==> src/rtl/tensor_core_instruction_sequencer.sv <==
// -----------------------------------------------------------------------------
// tensor_core_instruction_sequencer
//
// Buffers 16-bit host instructions in a FIFO and issues them, one per clock,
// to the tensor core controller. It enforces the controller's timing rules:
//   - A burst header is issued only when all of its payload words are already
//     in the FIFO behind it. The payload then streams out with no gaps.
//   - A burst read (select 00) or read-and-write (select 10) header is held
//     back until OP_LATENCY cycles have passed since the last OPERATE.
//   - Unsupported headers (burst select 11, opcode 11) are dropped, and
//     error_out pulses for one cycle.
//
// Instruction word: bits [1:0] opcode, bits [3:2] select.
//   opcode 00 NOP, 01 OPERATE, 10 BURST, 11 illegal.
//
// Handshake: a host word transfers on a rising clock edge when instr_valid_in
// and instr_ready_out are both high. instr_ready_out comes only from
// registered state, so it does not depend on instr_valid_in in the same cycle.
//
// Ports:
//   clock_in               system clock, rising edge
//   reset_in               asynchronous, active-high reset
//   instr_in[15:0]         host instruction word
//   instr_valid_in         instr_in is valid
//   instr_ready_out        FIFO can accept a word (count < FIFO_DEPTH)
//   issue_instruction_out  registered word to the controller (NOP when idle)
//   busy_out               FIFO not empty, or FSM not in IDLE
//   fifo_count_out         FIFO occupancy
//   error_out              one-cycle pulse when an illegal header is dropped
//   state_out[1:0]         FSM state (0 IDLE, 1 ISSUE, 2 BURST_DATA, 3 OP_WAIT)
//
// Optional feature, macro SEQ_PERF_COUNTERS_EN:
//   perf_clear_in          synchronous clear of both counters
//   perf_issued_out[31:0]  count of non-NOP words issued (saturating)
//   perf_stall_out[31:0]   cycles a non-empty FIFO head was held back
//                          (saturating)
// -----------------------------------------------------------------------------
module tensor_core_instruction_sequencer #(
    parameter int FIFO_DEPTH  = 16,
    parameter int OP_LATENCY  = 2,
    parameter int BURST_BEATS = 5
) (
    input  logic                          clock_in,
    input  logic                          reset_in,
    input  logic [15:0]                   instr_in,
    input  logic                          instr_valid_in,
    output logic                          instr_ready_out,
    output logic [15:0]                   issue_instruction_out,
    output logic                          busy_out,
    output logic [$clog2(FIFO_DEPTH):0]   fifo_count_out,
    output logic                          error_out,
    output logic [1:0]                    state_out
`ifdef SEQ_PERF_COUNTERS_EN
    ,
    input  logic                          perf_clear_in,
    output logic [31:0]                   perf_issued_out,
    output logic [31:0]                   perf_stall_out
`endif
);

    localparam int PTR_W  = $clog2(FIFO_DEPTH);
    localparam int CNT_W  = PTR_W + 1;
    // The +2 keeps each width at least 1 bit, even for a zero parameter.
    localparam int BEAT_W = $clog2(BURST_BEATS + 2);
    localparam int WAIT_W = $clog2(OP_LATENCY + 2);

    localparam logic [1:0] ST_IDLE    = 2'd0;
    localparam logic [1:0] ST_ISSUE   = 2'd1;
    localparam logic [1:0] ST_BURST   = 2'd2;
    localparam logic [1:0] ST_OP_WAIT = 2'd3;

    localparam logic [1:0] OP_NOP     = 2'b00;
    localparam logic [1:0] OP_OPERATE = 2'b01;
    localparam logic [1:0] OP_BURST   = 2'b10;

    localparam logic [CNT_W-1:0]  DEPTH_V    = CNT_W'(FIFO_DEPTH);
    localparam logic [CNT_W-1:0]  BURST_NEED = CNT_W'(BURST_BEATS + 1);
    localparam logic [BEAT_W-1:0] BEATS_V    = BEAT_W'(BURST_BEATS);
    localparam logic [BEAT_W-1:0] BEAT_ONE   = BEAT_W'(1);
    localparam logic [WAIT_W-1:0] OP_LAT_V   = WAIT_W'(OP_LATENCY);
    localparam logic [WAIT_W-1:0] WAIT_ONE   = WAIT_W'(1);

    // ---------------------------------------------------------------- FIFO
    logic [15:0]      mem [FIFO_DEPTH];
    logic [PTR_W-1:0] wr_ptr;
    logic [PTR_W-1:0] rd_ptr;
    logic [CNT_W-1:0] count;
    logic             out_of_reset;
    logic             push;
    logic             pop;
    logic             fifo_empty;
    logic [15:0]      head;
    logic [1:0]       head_op;
    logic [1:0]       head_sel;

    assign instr_ready_out = out_of_reset && (count < DEPTH_V);
    assign push            = instr_valid_in && instr_ready_out;
    assign fifo_empty      = (count == '0);
    assign head            = mem[rd_ptr];
    assign head_op         = head[1:0];
    assign head_sel        = head[3:2];

    // Storage has no reset; the pointers and count define which entries hold data.
    always_ff @(posedge clock_in) begin
        if (push) begin
            mem[wr_ptr] <= instr_in;
        end
    end

    // ---------------------------------------------------------------- FSM
    logic [1:0]        state;
    logic [1:0]        state_n;
    logic [BEAT_W-1:0] beat_cnt;
    logic [BEAT_W-1:0] beat_n;
    logic [WAIT_W-1:0] wait_cnt;
    logic [WAIT_W-1:0] wait_n;
    logic              issue_vld;
    logic              drop_err;
    logic              read_like;
    logic [15:0]       issue_q;
    logic              error_q;

    // Burst read and read-and-write depend on the previous OPERATE result.
    assign read_like = (head_sel == 2'b00) || (head_sel == 2'b10);

    always_comb begin
        pop       = 1'b0;
        issue_vld = 1'b0;
        drop_err  = 1'b0;
        state_n   = state;
        beat_n    = beat_cnt;
        // The OPERATE spacing counter always counts down. A burst write
        // issued from OP_WAIT leaves the state, but the counter keeps the
        // spacing for any read-type header that follows.
        wait_n    = (wait_cnt != '0) ? (wait_cnt - WAIT_ONE) : wait_cnt;

        if (state == ST_BURST) begin
            // All payload words were in the FIFO when the header issued.
            pop       = 1'b1;
            issue_vld = 1'b1;
            beat_n    = beat_cnt - BEAT_ONE;
            if (beat_cnt == BEAT_ONE) begin
                state_n = ST_ISSUE;
            end
        end else if (fifo_empty) begin
            if (state == ST_ISSUE) begin
                state_n = ST_IDLE;
            end
        end else begin
            case (head_op)
                OP_NOP: begin
                    pop       = 1'b1;
                    issue_vld = 1'b1;
                    if (state == ST_IDLE) begin
                        state_n = ST_ISSUE;
                    end
                end
                OP_OPERATE: begin
                    pop       = 1'b1;
                    issue_vld = 1'b1;
                    wait_n    = OP_LAT_V;
                    state_n   = ST_OP_WAIT;
                end
                OP_BURST: begin
                    if (head_sel == 2'b11) begin
                        pop      = 1'b1;
                        drop_err = 1'b1;
                    end else if ((count >= BURST_NEED) &&
                                 !(read_like && (wait_cnt != '0))) begin
                        pop       = 1'b1;
                        issue_vld = 1'b1;
                        beat_n    = BEATS_V;
                        state_n   = ST_BURST;
                    end
                end
                default: begin
                    pop      = 1'b1;
                    drop_err = 1'b1;
                end
            endcase
        end

        // OP_WAIT ends when the spacing counter reaches zero.
        if ((state_n == ST_OP_WAIT) && (wait_n == '0)) begin
            state_n = ST_ISSUE;
        end
    end

    always_ff @(posedge clock_in or posedge reset_in) begin
        if (reset_in) begin
            state        <= ST_IDLE;
            beat_cnt     <= '0;
            wait_cnt     <= '0;
            wr_ptr       <= '0;
            rd_ptr       <= '0;
            count        <= '0;
            issue_q      <= 16'h0000;
            error_q      <= 1'b0;
            out_of_reset <= 1'b0;
        end else begin
            out_of_reset <= 1'b1;
            state        <= state_n;
            beat_cnt     <= beat_n;
            wait_cnt     <= wait_n;
            issue_q      <= issue_vld ? head : 16'h0000;
            error_q      <= drop_err;
            if (push) begin
                wr_ptr <= wr_ptr + PTR_W'(1);
            end
            if (pop) begin
                rd_ptr <= rd_ptr + PTR_W'(1);
            end
            case ({push, pop})
                2'b10:   count <= count + CNT_W'(1);
                2'b01:   count <= count - CNT_W'(1);
                default: count <= count;
            endcase
        end
    end

    assign issue_instruction_out = issue_q;
    assign error_out             = error_q;
    assign fifo_count_out        = count;
    assign busy_out              = !fifo_empty || (state != ST_IDLE);
    assign state_out             = state;

`ifdef SEQ_PERF_COUNTERS_EN
    // ------------------------------------------------ performance counters
    logic [31:0] perf_issued;
    logic [31:0] perf_stall;
    logic        count_issue;
    logic        count_stall;

    // Payload words are counted even when their low bits look like NOP.
    assign count_issue = issue_vld && !((state != ST_BURST) && (head_op == OP_NOP));
    assign count_stall = !fifo_empty && !pop;

    always_ff @(posedge clock_in or posedge reset_in) begin
        if (reset_in) begin
            perf_issued <= '0;
            perf_stall  <= '0;
        end else if (perf_clear_in) begin
            perf_issued <= '0;
            perf_stall  <= '0;
        end else begin
            if (count_issue && (perf_issued != '1)) begin
                perf_issued <= perf_issued + 32'd1;
            end
            if (count_stall && (perf_stall != '1)) begin
                perf_stall <= perf_stall + 32'd1;
            end
        end
    end

    assign perf_issued_out = perf_issued;
    assign perf_stall_out  = perf_stall;
`endif

endmodule

==> config.mk <==
export PLATFORM = sky130hd
export DESIGN_NAME = tensor_core_instruction_sequencer
export DESIGN_NICKNAME = d
export VERILOG_FILES = /design/src/rtl/tensor_core_instruction_sequencer.sv
export SDC_FILE = /design/constraint.sdc
export NUM_CORES = 1
export LEC_CHECK = 0
export CORE_UTILIZATION = 45
export DETAILED_ROUTE_END_ITERATION = 10
export GPL_TIMING_DRIVEN = 0
export MAX_ROUTING_LAYER = met4
export PLACE_DENSITY = 0.64
export SLEW_MARGIN = 40
export SYNTH_ARGS = -nofsm -noshare
export SYNTH_HDL_FRONTEND = slang
export SYNTH_SLANG_ARGS = --single-unit
export TNS_END_PERCENT = 20
==> constraint.sdc <==
create_clock -name clock_in -period 5.6 [get_ports clock_in]
set_input_delay 0.56 -clock clock_in [delete_from_list [all_inputs] [get_ports clock_in]]
set_output_delay 0.56 -clock clock_in [all_outputs]
set_load 0.01 [all_outputs]
# [Yosys cells after proc, flatten, opt, wreduce, memory -nomap -nowiden]
# Memories as Yosys holds them, arrays and structs flattened.
# Cells that the tools add are included.
[word_totals] ff_bits=38 out_inout_bits=26 in_bits=19 mem_bits_rw=256 latchBits=0 rom_bits=0 mem_count=1
[classes] reduce_logical=21 order_cmp=2 n_shift=0 n_bitwise=0 eq_ne=12 n_mux=35 multipliers=0 n_addsub=6 div=0
[memory_table] name="mem" words=16 word_bits=16 read_ports=1 rd_ports_with_merged_regs=0 write_ports=1 line="84" rtl="logic [15:0] mem [FIFO_DEPTH];"
[op_table] cell="$mux W2" count=12
[op_table] cell="$mux W16" count=1
[op_table] cell="$mux W3" count=5
[op_table] cell="$mux W1" count=13
[op_table] cell="$eq A2 B2 Y1 const B" count=6
[op_table] cell="$pmux W5 S2" count=1
[op_table] cell="$reduce_bool A2 Y1" count=5
[op_table] cell="$add A4 B1 Y4 const B" count=2
[op_table] cell="$logic_not A2 Y1" count=4
[op_table] cell="$eq A2 B1 Y1 const B" count=3
[op_table] cell="$pmux W2 S3" count=1
[op_table] cell="$add A5 B1 Y5 const B" count=1
[op_table] cell="$ge A5 B3 Y1 const B" count=1
[op_table] cell="$logic_and A1 B1 Y1" count=5
[op_table] cell="$logic_not A5 Y1" count=1
[op_table] cell="$lt A5 B5 Y1 const B" count=1
[op_table] cell="$sub A5 B1 Y5 const B" count=1
[op_table] cell="$pmux W1 S2" count=2
[op_table] cell="$reduce_and A4 Y1" count=1
[op_table] cell="$eq A3 B1 Y1 const B" count=1
[op_table] cell="$sub A3 B1 Y3 const B" count=1
[op_table] cell="$logic_not A1 Y1" count=2
[op_table] cell="$logic_or A1 B1 Y1" count=2
[op_table] cell="$ne A2 B1 Y1 const B" count=1
[op_table] cell="3 further kinds" count=3

# [Depth between registers and ports, before layout]
# Gate-level depths: netlist of the first run.
# An unclocked memory read counts as a cell.
[depth] word_depth=14 ltp_mapped=17 depth_no_buf=14

# [Least setup slack after synthesis of the first run]
# Ideal clock, no wire load.
[synth_path] path_kind="register to register" from="reg rd_ptr[0]" to="reg count[4] (netlist: fifo_count_out[4])" period_less_slack_ns=3.225 path_buffers=2 path_slack_ns=2.375 setup_ns=0.127 arrival_time_ns=3.098 path_stages_with_launch=17 path_cell_list="dfrtp_1 > buf_6 > buf_8 > mux2i_1 > a221oi_1 > o21ai_0 > a32oi_1 > o21a_1 > ha_1 > inv_1 > fa_1 > inv_1 > a21o_1 > a21oi_1 > xnor2_1 > nor2_1 > xor2_1"
[synth_between] elab_chain_cells=13 elab_cells_between_ends=18
[synth_rtl] element="from (decl)" line="86" rtl="logic [PTR_W-1:0] rd_ptr;"
[synth_rtl] element="from (signal assigned)" line="211" rtl="rd_ptr <= rd_ptr + PTR_W'(1);"
[synth_rtl] element="$mem_v2 Z16 W16 (*)"
[synth_rtl] element="$eq A2 B2 Y1 or $logic_not A2 Y1 (tied branches)" line="124" rtl="assign read_like = (head_sel == 2'b00) || (head_sel == 2'b10);"
[synth_rtl] element="$logic_or A1 B1 Y1" line="124"
[synth_rtl] element="$logic_and A1 B1 Y1" line="169" rtl="!(read_like && (wait_cnt != '0))) begin"
[synth_rtl] element="$logic_not A1 Y1" line="169"
[synth_rtl] element="$logic_and A1 B1 Y1" line="168" rtl="end else if ((count >= BURST_NEED) &&"
[synth_rtl] element="$mux W1" line="168"
[synth_rtl] element="$mux W1" line="165" rtl="if (head_sel == 2'b11) begin"
[synth_rtl] element="$mux W1 (*)" line="150" rtl="case (head_op)"
[synth_rtl] element="$mux W1 (*)" line="145" rtl="end else if (fifo_empty) begin"
[synth_rtl] element="$mux W1 (*)" line="137" rtl="if (state == ST_BURST) begin"
[synth_rtl] element="via pop" line="90" rtl="logic pop;"
[synth_rtl] element="$eq A2 B1 Y1 or $eq A2 B2 Y1 (tied branches)" line="213" rtl="case ({push, pop})"
[synth_rtl] element="$pmux W5 S2 or $reduce_bool A2 Y1 (tied branches)"
[synth_rtl] element="to (signal assigned)" line="214" rtl="2'b10: count <= count + CNT_W'(1);"
[synth_rtl] element="to (signal assigned)" line="215" rtl="2'b01: count <= count - CNT_W'(1);"
[synth_rtl] element="to (signal assigned)" line="216" rtl="default: count <= count;"
[synth_rtl] element="to (decl)" line="87" rtl="logic [CNT_W-1:0] count;"
# Mark *: on every way through the listed nets, which the timed path passes. The rest lies on a longest branch.
# A chain may end at the register's enable or synchronous reset.

# [Worst setup path in the final report of the first run]
[layout_path] from="reg rd_ptr[1]" to="reg count[4] (netlist: fifo_count_out[4])"
# The elaborated chain is that of the path after synthesis.

==> out/qor.yml, run 1 <==
run_status:
  status: "finished clean"
routing:
  wirelength_um: 25600
  drc: 0
  drt_first_pass_iters: 5
  top_layer: "met4"
  wl_per_cell_um: 23.5
  met2_length_um: 12500
  wl_met3_um: 1670
  drtIter0Drc: 588
  wl_met1_um: 11200
  viasPerCell: 5.77
  ant_nets: 0
  vias: 6305
cells_and_area:
  n_antenna_cell: 0
  layout_commonest_cell: "edfxtp_1"
  design_area_mm2: 0.0140
  finish.net_count: 771
  fillers: 1927
  layout.cells.non_filler: 1092
  drive_above_1_share_pct: 18.1
  final_cell_mix: "256 x edfxtp_1, 57 x mux2i_1, 44 x clkdlybuf4s50_1, 38 x dfrtp_1, 31 x mux4_2"
  area_growth_pct: 19.2
  fin_util_pct: 55.0
floorplan:
  die_x_um: 163
  ios: 45
  rows: 58
  die_h_um: 163
  fp.coreArea_mm2: 0.0254
  initial_core_util_pct: 46.2
  dieArea_mm2: 0.0267
sta:
  finalCritPeriodShare_pct: 75.1
  clock.fmax_mhz: 238
  rsz0062_at_grt: "no"
  period_needed_ns: 4.21
  slew_headroom_pct: 48.3
  final-hold-violation-count: 0
  setup_viol: 0
  maxSlewViolCount: 0
  timing.setup.tns_ns: 0
  skew_ns: 0.0143
  tightest_slew_ns: 0.775
synthesis:
  post_synth_num_cell_types: 54
  async_reset_ff_share_pct: 12.9
  seq_area_frac_synth_pct: 73.6
  ys.flop_type: "edfxtp_1"
  netlist_instances: 641
  ys_seq_elements: 294
  synth_compound_area_share_pct: 6.11
  synth-adder-area-share_pct: 1.34
  synth_edf_count: 256
  yosys.area_share.simple_pct: 4.28
  synth-xor-area-share_pct: 0.821
  syn_nets: 672
  synth_area_mm2: 0.0117
  synth_top_family_by_area: "multiplexers"
  yosys_warnings: 0
  muxShareOfSynthArea_pct: 11.9
  avgSynthCellArea_um2: 18.3
clock_network:
  cts_setup_buffers: 0
  cts_resized: 0
  clock_path_buffers: 3
  clk_pin_slew_ns: 0.06
  htreeDepth: 1
  clock_sinks: 294
  cts_buffers: 29
  ctsHoldBuffers: 0
  clock_latency_ns: 0.54
  root_buffer: "clkbuf_16"
  cts_tree: "built"
critical_path:
  crit_buf_inv: 4
  crit_slowest_cell: "buf_1"
  cp.arrival_ns: 4.62
  endpoint_kind: "flop"
  path_delay_family: "buffers and inverters"
  cpPeakStageDelay_ns: 0.53
  crit_type: "reg2reg"
  cpMostUsedCell: "inv_1"
  critPathMaxFanout: 10
  required_ns: 6.02
  path_cells: "buf_2 -> buf_1 -> mux4_2 -> a22oi_1 -> nand2_1 -> nand4_1 -> o21a_1 -> ha_1 -> inv_1 -> fa_1 -> inv_1 -> a21o_1 -> a21oi_1 -> xnor2_1 -> nor2_1 -> xor2_1"
  crit_path_start_kind: "flop"
grt:
  grt_first_pass_wirelength_um: 38700
  grt_max_degree: 39
  track_usage_pct: 20.5
  antenna_found_initial: 0
  grt_pass1_vias: 6399
  grt.overflow.total: 0
placement:
  dp_hpwl_um: 17400
  post-place-cells: 1039
  placed_area_mm2: 0.0130
  gp_congestion: 0.898
  portBuffers: 44
power:
  power.density_mw_per_mm2: 517
  ir_drop_v: 0.000327
  power_leakage_nw: 4.77
  total_power_mw: 7.23
min_path:
  hold_path.class: "in2async"
job:
  cap_violations: 0
==> cells in the mapped netlist (all sizes together) (8+ instances only) <==
master | number | area, µm²
nand2 | 22 | 82.6
dfrtp | 38 | 951
buf | 15 | 104
o22ai | 13 | 81.3
inv | 13 | 48.8
edfxtp | 256 | 7690
mux4 | 36 | 830
o221ai | 22 | 193
nor4 | 12 | 128
o21ai | 9 | 45.0
ha | 11 | 138
a21boi | 12 | 90.1
a21oi | 8 | 40.0
clkbuf | 17 | 63.8
mux2i | 57 | 571
nor2 | 24 | 90.1
==> cell type report <==
type	count	area, µm²	area share, %
flip-flops and latches	294	8640	61.8
multi-input cells	302	2990	21.4
repair buffers	68	778	5.57
clock buffers	38	759	5.43
well taps	330	413	2.95
clock inverters	15	183	1.31
plain buffers	32	169	1.21
inverters	13	51.3	0.367
==> routing by layer <==
metal / track usage, % / vias up
met5: - / -
met4: 4.38 / 0
met3: 3.45 / 27
met2: 32.5 / 213
met1: 27.9 / 3272
li1: - / 2793
==> per-stage QoR <==
| stage | hold WS (ns) | setup WS, ns |
|---|---|---|
| after floorplan | 0.430 | 2.37 |
| after global placement | 0.451 | 1.16 |
| after detailed placement | 0.452 | 1.44 |
| after CTS | 0.417 | 1.43 |
| after global routing | 0.468 | 1.09 |
| final | 0.410 | 1.39 |
==> worst register-to-register path: stages (launching register included) <==
cell and delay, ns:
dfrtp_1 0.47, buf_2 0.33, buf_1 0.54, mux4_2 0.41
a22oi_1 0.31, nand2_1 0.25, nand4_1 0.21, o21a_1 0.20
ha_1 0.25, inv_1 0.10, fa_1 0.41, inv_1 0.08
a21o_1 0.11, a21oi_1 0.07, xnor2_1 0.14, nor2_1 0.07
xor2_1 0.15
==> cells by family (layout without fill, tap and decap cells) <==
logic type                 after synthesis  count (layout)
DFF                                    294             294
muxes                                   93              93
adders and majority gates               12              12
buffers and inverters                   45             166
AOI/OAI and AO/OA                       94              94
xor gates and xnor gates                11              11
other                                    1               1
and+or+nand+nor                         91              91
==> registers in the layout, indices dropped and copies added (netlist names) <==
name	cells
beat_cnt	3
error_out	1
fifo_count_out	5
issue_instruction_out	16
mem	256
out_of_reset	1
rd_ptr	4
state_out	2
wait_cnt	2
wr_ptr	4
==> final timing paths <==
check | startpoint | endpoint | cells after the start | slack (ns)
worst max register to register | rd_ptr[1]$_DFFE_PP0P_ | fifo_count_out[4]$_DFFE_PP0P_ | 16 | 1.39
worst min register to register | wait_cnt[0]$_DFF_PP0_ | wait_cnt[0]$_DFF_PP0_ | 1 | 0.47
max in group asynchronous | reset_in | out_of_reset$_DFF_PP0_ | 2 | 4.80
worst max-delay path | rd_ptr[1]$_DFFE_PP0P_ | fifo_count_out[4]$_DFFE_PP0P_ | 16 | 1.39
min in group clock_in | wait_cnt[0]$_DFF_PP0_ | wait_cnt[0]$_DFF_PP0_ | 1 | 0.47
worst min-delay path | reset_in | issue_instruction_out[12]$_DFF_PP0_ | 2 | 0.41
==> power breakdown <==
group	internal (mW)	leakage (nW)	switching, mW
Sequential	2.58	2.77	0.105
Clock	1.14	0.450	0.779
Combinational	1.10	1.55	1.52
Note: power is estimated with default switching activity, not from simulation.
==> inputs of run 2 (changes only) <==
--- a/config.mk
+++ b/config.mk
@@ -9,7 +9,7 @@
 export DETAILED_ROUTE_END_ITERATION = 10
 export GPL_TIMING_DRIVEN = 0
 export MAX_ROUTING_LAYER = met4
-export PLACE_DENSITY = 0.64
+export PLACE_DENSITY = 0.66
 export SLEW_MARGIN = 40
 export SYNTH_ARGS = -nofsm -noshare
 export SYNTH_HDL_FRONTEND = slang
==> constraint.sdc (replaced) <==
create_clock -name clock_in -period 3.6 [get_ports clock_in]
set_input_delay 0.36 -clock clock_in [delete_from_list [all_inputs] [get_ports clock_in]]
set_output_delay 0.36 -clock clock_in [all_outputs]
set_load 0.01 [all_outputs]
==> out/qor.yml, run 2 (synthesized netlist as in run 1, its figures left out) <==
routing:
  wirelength_um: 25700
  vias: 6243
  drt_first_pass_iters: 5
  ant_nets: 0
  drtIter0Drc: 636
  wl_per_cell_um: 23.5
  viasPerCell: 5.72
  drc: 0
clock_network:
  clk_pin_slew_ns: 0.06
  root_buffer: "clkbuf_16"
  htreeDepth: 1
  clock_path_buffers: 3
  cts_tree: "built"
  clock_sinks: 294
  clock_latency_ns: 0.56
  ctsHoldBuffers: 0
  cts_buffers: 28
floorplan:
  initial_core_util_pct: 46.2
  die_h_um: 163
  rows: 58
  dieArea_mm2: 0.0267
  die_x_um: 163
  ios: 45
  fp.coreArea_mm2: 0.0254
power:
  power.density_mw_per_mm2: 811
  power_leakage_nw: 4.83
  ir_drop_v: 0.000409
  total_power_mw: 11.5
cells_and_area:
  finish.net_count: 771
  final_cell_mix: "256 x edfxtp_1, 57 x mux2i_1, 44 x clkdlybuf4s50_1, 38 x dfrtp_1, 31 x mux4_2"
  fin_util_pct: 55.6
  drive_above_1_share_pct: 20.7
  area_growth_pct: 20.4
  layout_commonest_cell: "edfxtp_1"
  largest_reg_flops: 256
  fillers: 1908
  n_antenna_cell: 0
  design_area_mm2: 0.0141
  top_register: "mem"
critical_path:
  cpPeakStageDelay_ns: 0.53
  rr_startpoint: "rd_ptr[0]$_DFFE_PP0P_"
  endpoint_kind: "flop"
  cpMostUsedCell: "inv_1"
  critPathMaxFanout: 10
  path_delay_family: "compound AO/OA/AOI/OAI gates"
  cp.arrival_ns: 3.89
  r2r_cells: 16
  crit_path_start_kind: "flop"
  endpoint: "fifo_count_out[4]$_DFFE_PP0P_"
  crit_type: "reg2reg"
  path_cells: "buf_6 -> buf_12 -> mux4_2 -> a22oi_2 -> and2_4 -> a32oi_2 -> o21a_1 -> ha_4 -> inv_1 -> fa_2 -> inv_1 -> a21o_1 -> a21oi_1 -> xnor2_1 -> nor2_1 -> xor2_1"
  ff2ff_setup_slack_ns: 0.13
  critPathLaunch: "rd_ptr[0]$_DFFE_PP0P_"
  required_ns: 4.02
  r2r-end: "fifo_count_out[4]$_DFFE_PP0P_"
  cp.depth: 16
  crit_buf_inv: 4
  crit_slowest_cell: "mux4_2"
grt:
  grt_first_pass_wirelength_um: 38600
  track_usage_pct: 20.4
  grt_pass1_vias: 6335
  grt_max_degree: 39
  antenna_found_initial: 0
  grt.overflow.total: 0
sta:
  tightest_slew_ns: 0.868
  period_needed_ns: 3.47
  clock.fmax_mhz: 288
  maxSlewViolCount: 0
  slew_headroom_pct: 42.1
  skew_ns: 0.0273
  final-hold-violation-count: 0
  setup_viol: 0
  finalCritPeriodShare_pct: 96.4
  fin_hold_ws_ns: 0.198
  timing.setup.tns_ns: 0
placement:
  gp_congestion: 0.884
  placed_area_mm2: 0.0130
  dp_hpwl_um: 17100
  portBuffers: 44
job:
  cap_violations: 0
min_path:
  hold_path.class: "in2async"
run_status:
  status: "finished clean"
run 2: worst min path at each step:
stage | to | slack (ns) | cells after the start
floorplan | wait_cnt[0]$_DFF_PP0_ | 0.43 | 1
global placement | wait_cnt[0]$_DFF_PP0_ | 0.45 | 1
detailed placement | wait_cnt[0]$_DFF_PP0_ | 0.48 | 1
CTS | issue_instruction_out[9]$_DFF_PP0_ | 0.21 | 2
global route | issue_instruction_out[9]$_DFF_PP0_ | 0.23 | 2
finish | issue_instruction_out[9]$_DFF_PP0_ | 0.20 | 2
run 2: report_power, final:
group / total, mW / switching [mW] / internal, mW
clock: 3.02 / 1.24 / 1.79
sequential: 4.20 / 0.180 / 4.02
combinational: 4.23 / 2.41 / 1.83
run 2: stage by stage:
stage          cells  setup WS, ns
5_1_grt         1092       -0.0289
4_1_cts         1092        0.0256
3_3_place_gp    1015        -0.638
3_5_place_dp    1039        -0.505
6_report        1092         0.130
2_1_floorplan    641         0.375
run 2: area by class of cell:
cell class / count / area (µm²) / area share, %
clock inverter: 13 / 165 / 1.17
tap: 330 / 413 / 2.92
timing repair buffer: 71 / 798 / 5.65
sequential: 294 / 8640 / 61.1
inverter: 13 / 51.3 / 0.363
buffer: 30 / 180 / 1.28
clock buffer: 39 / 805 / 5.69
multi-input combinational: 302 / 3080 / 21.8
run 2: metal layers:
layer / wire, µm / global-route usage [%] / share of wire, % / vias up
met5: 0 / - / 0 / -
met4: 412 / 4.12 / 1.6 / 0
met3: 1490 / 2.84 / 5.8 / 32
met2: 12500 / 32.6 / 49 / 194
met1: 11300 / 28.0 / 44 / 3229
li1: - / - / - / 2788
run 2: timing repair:
item,in CTS,in global routing
setup endpoints to repair,4,1
pin swaps,2,4
endpoints found under the hold margin,0,0
cloned,0,0
gates resized for setup,11,14
buffers inserted,2,1
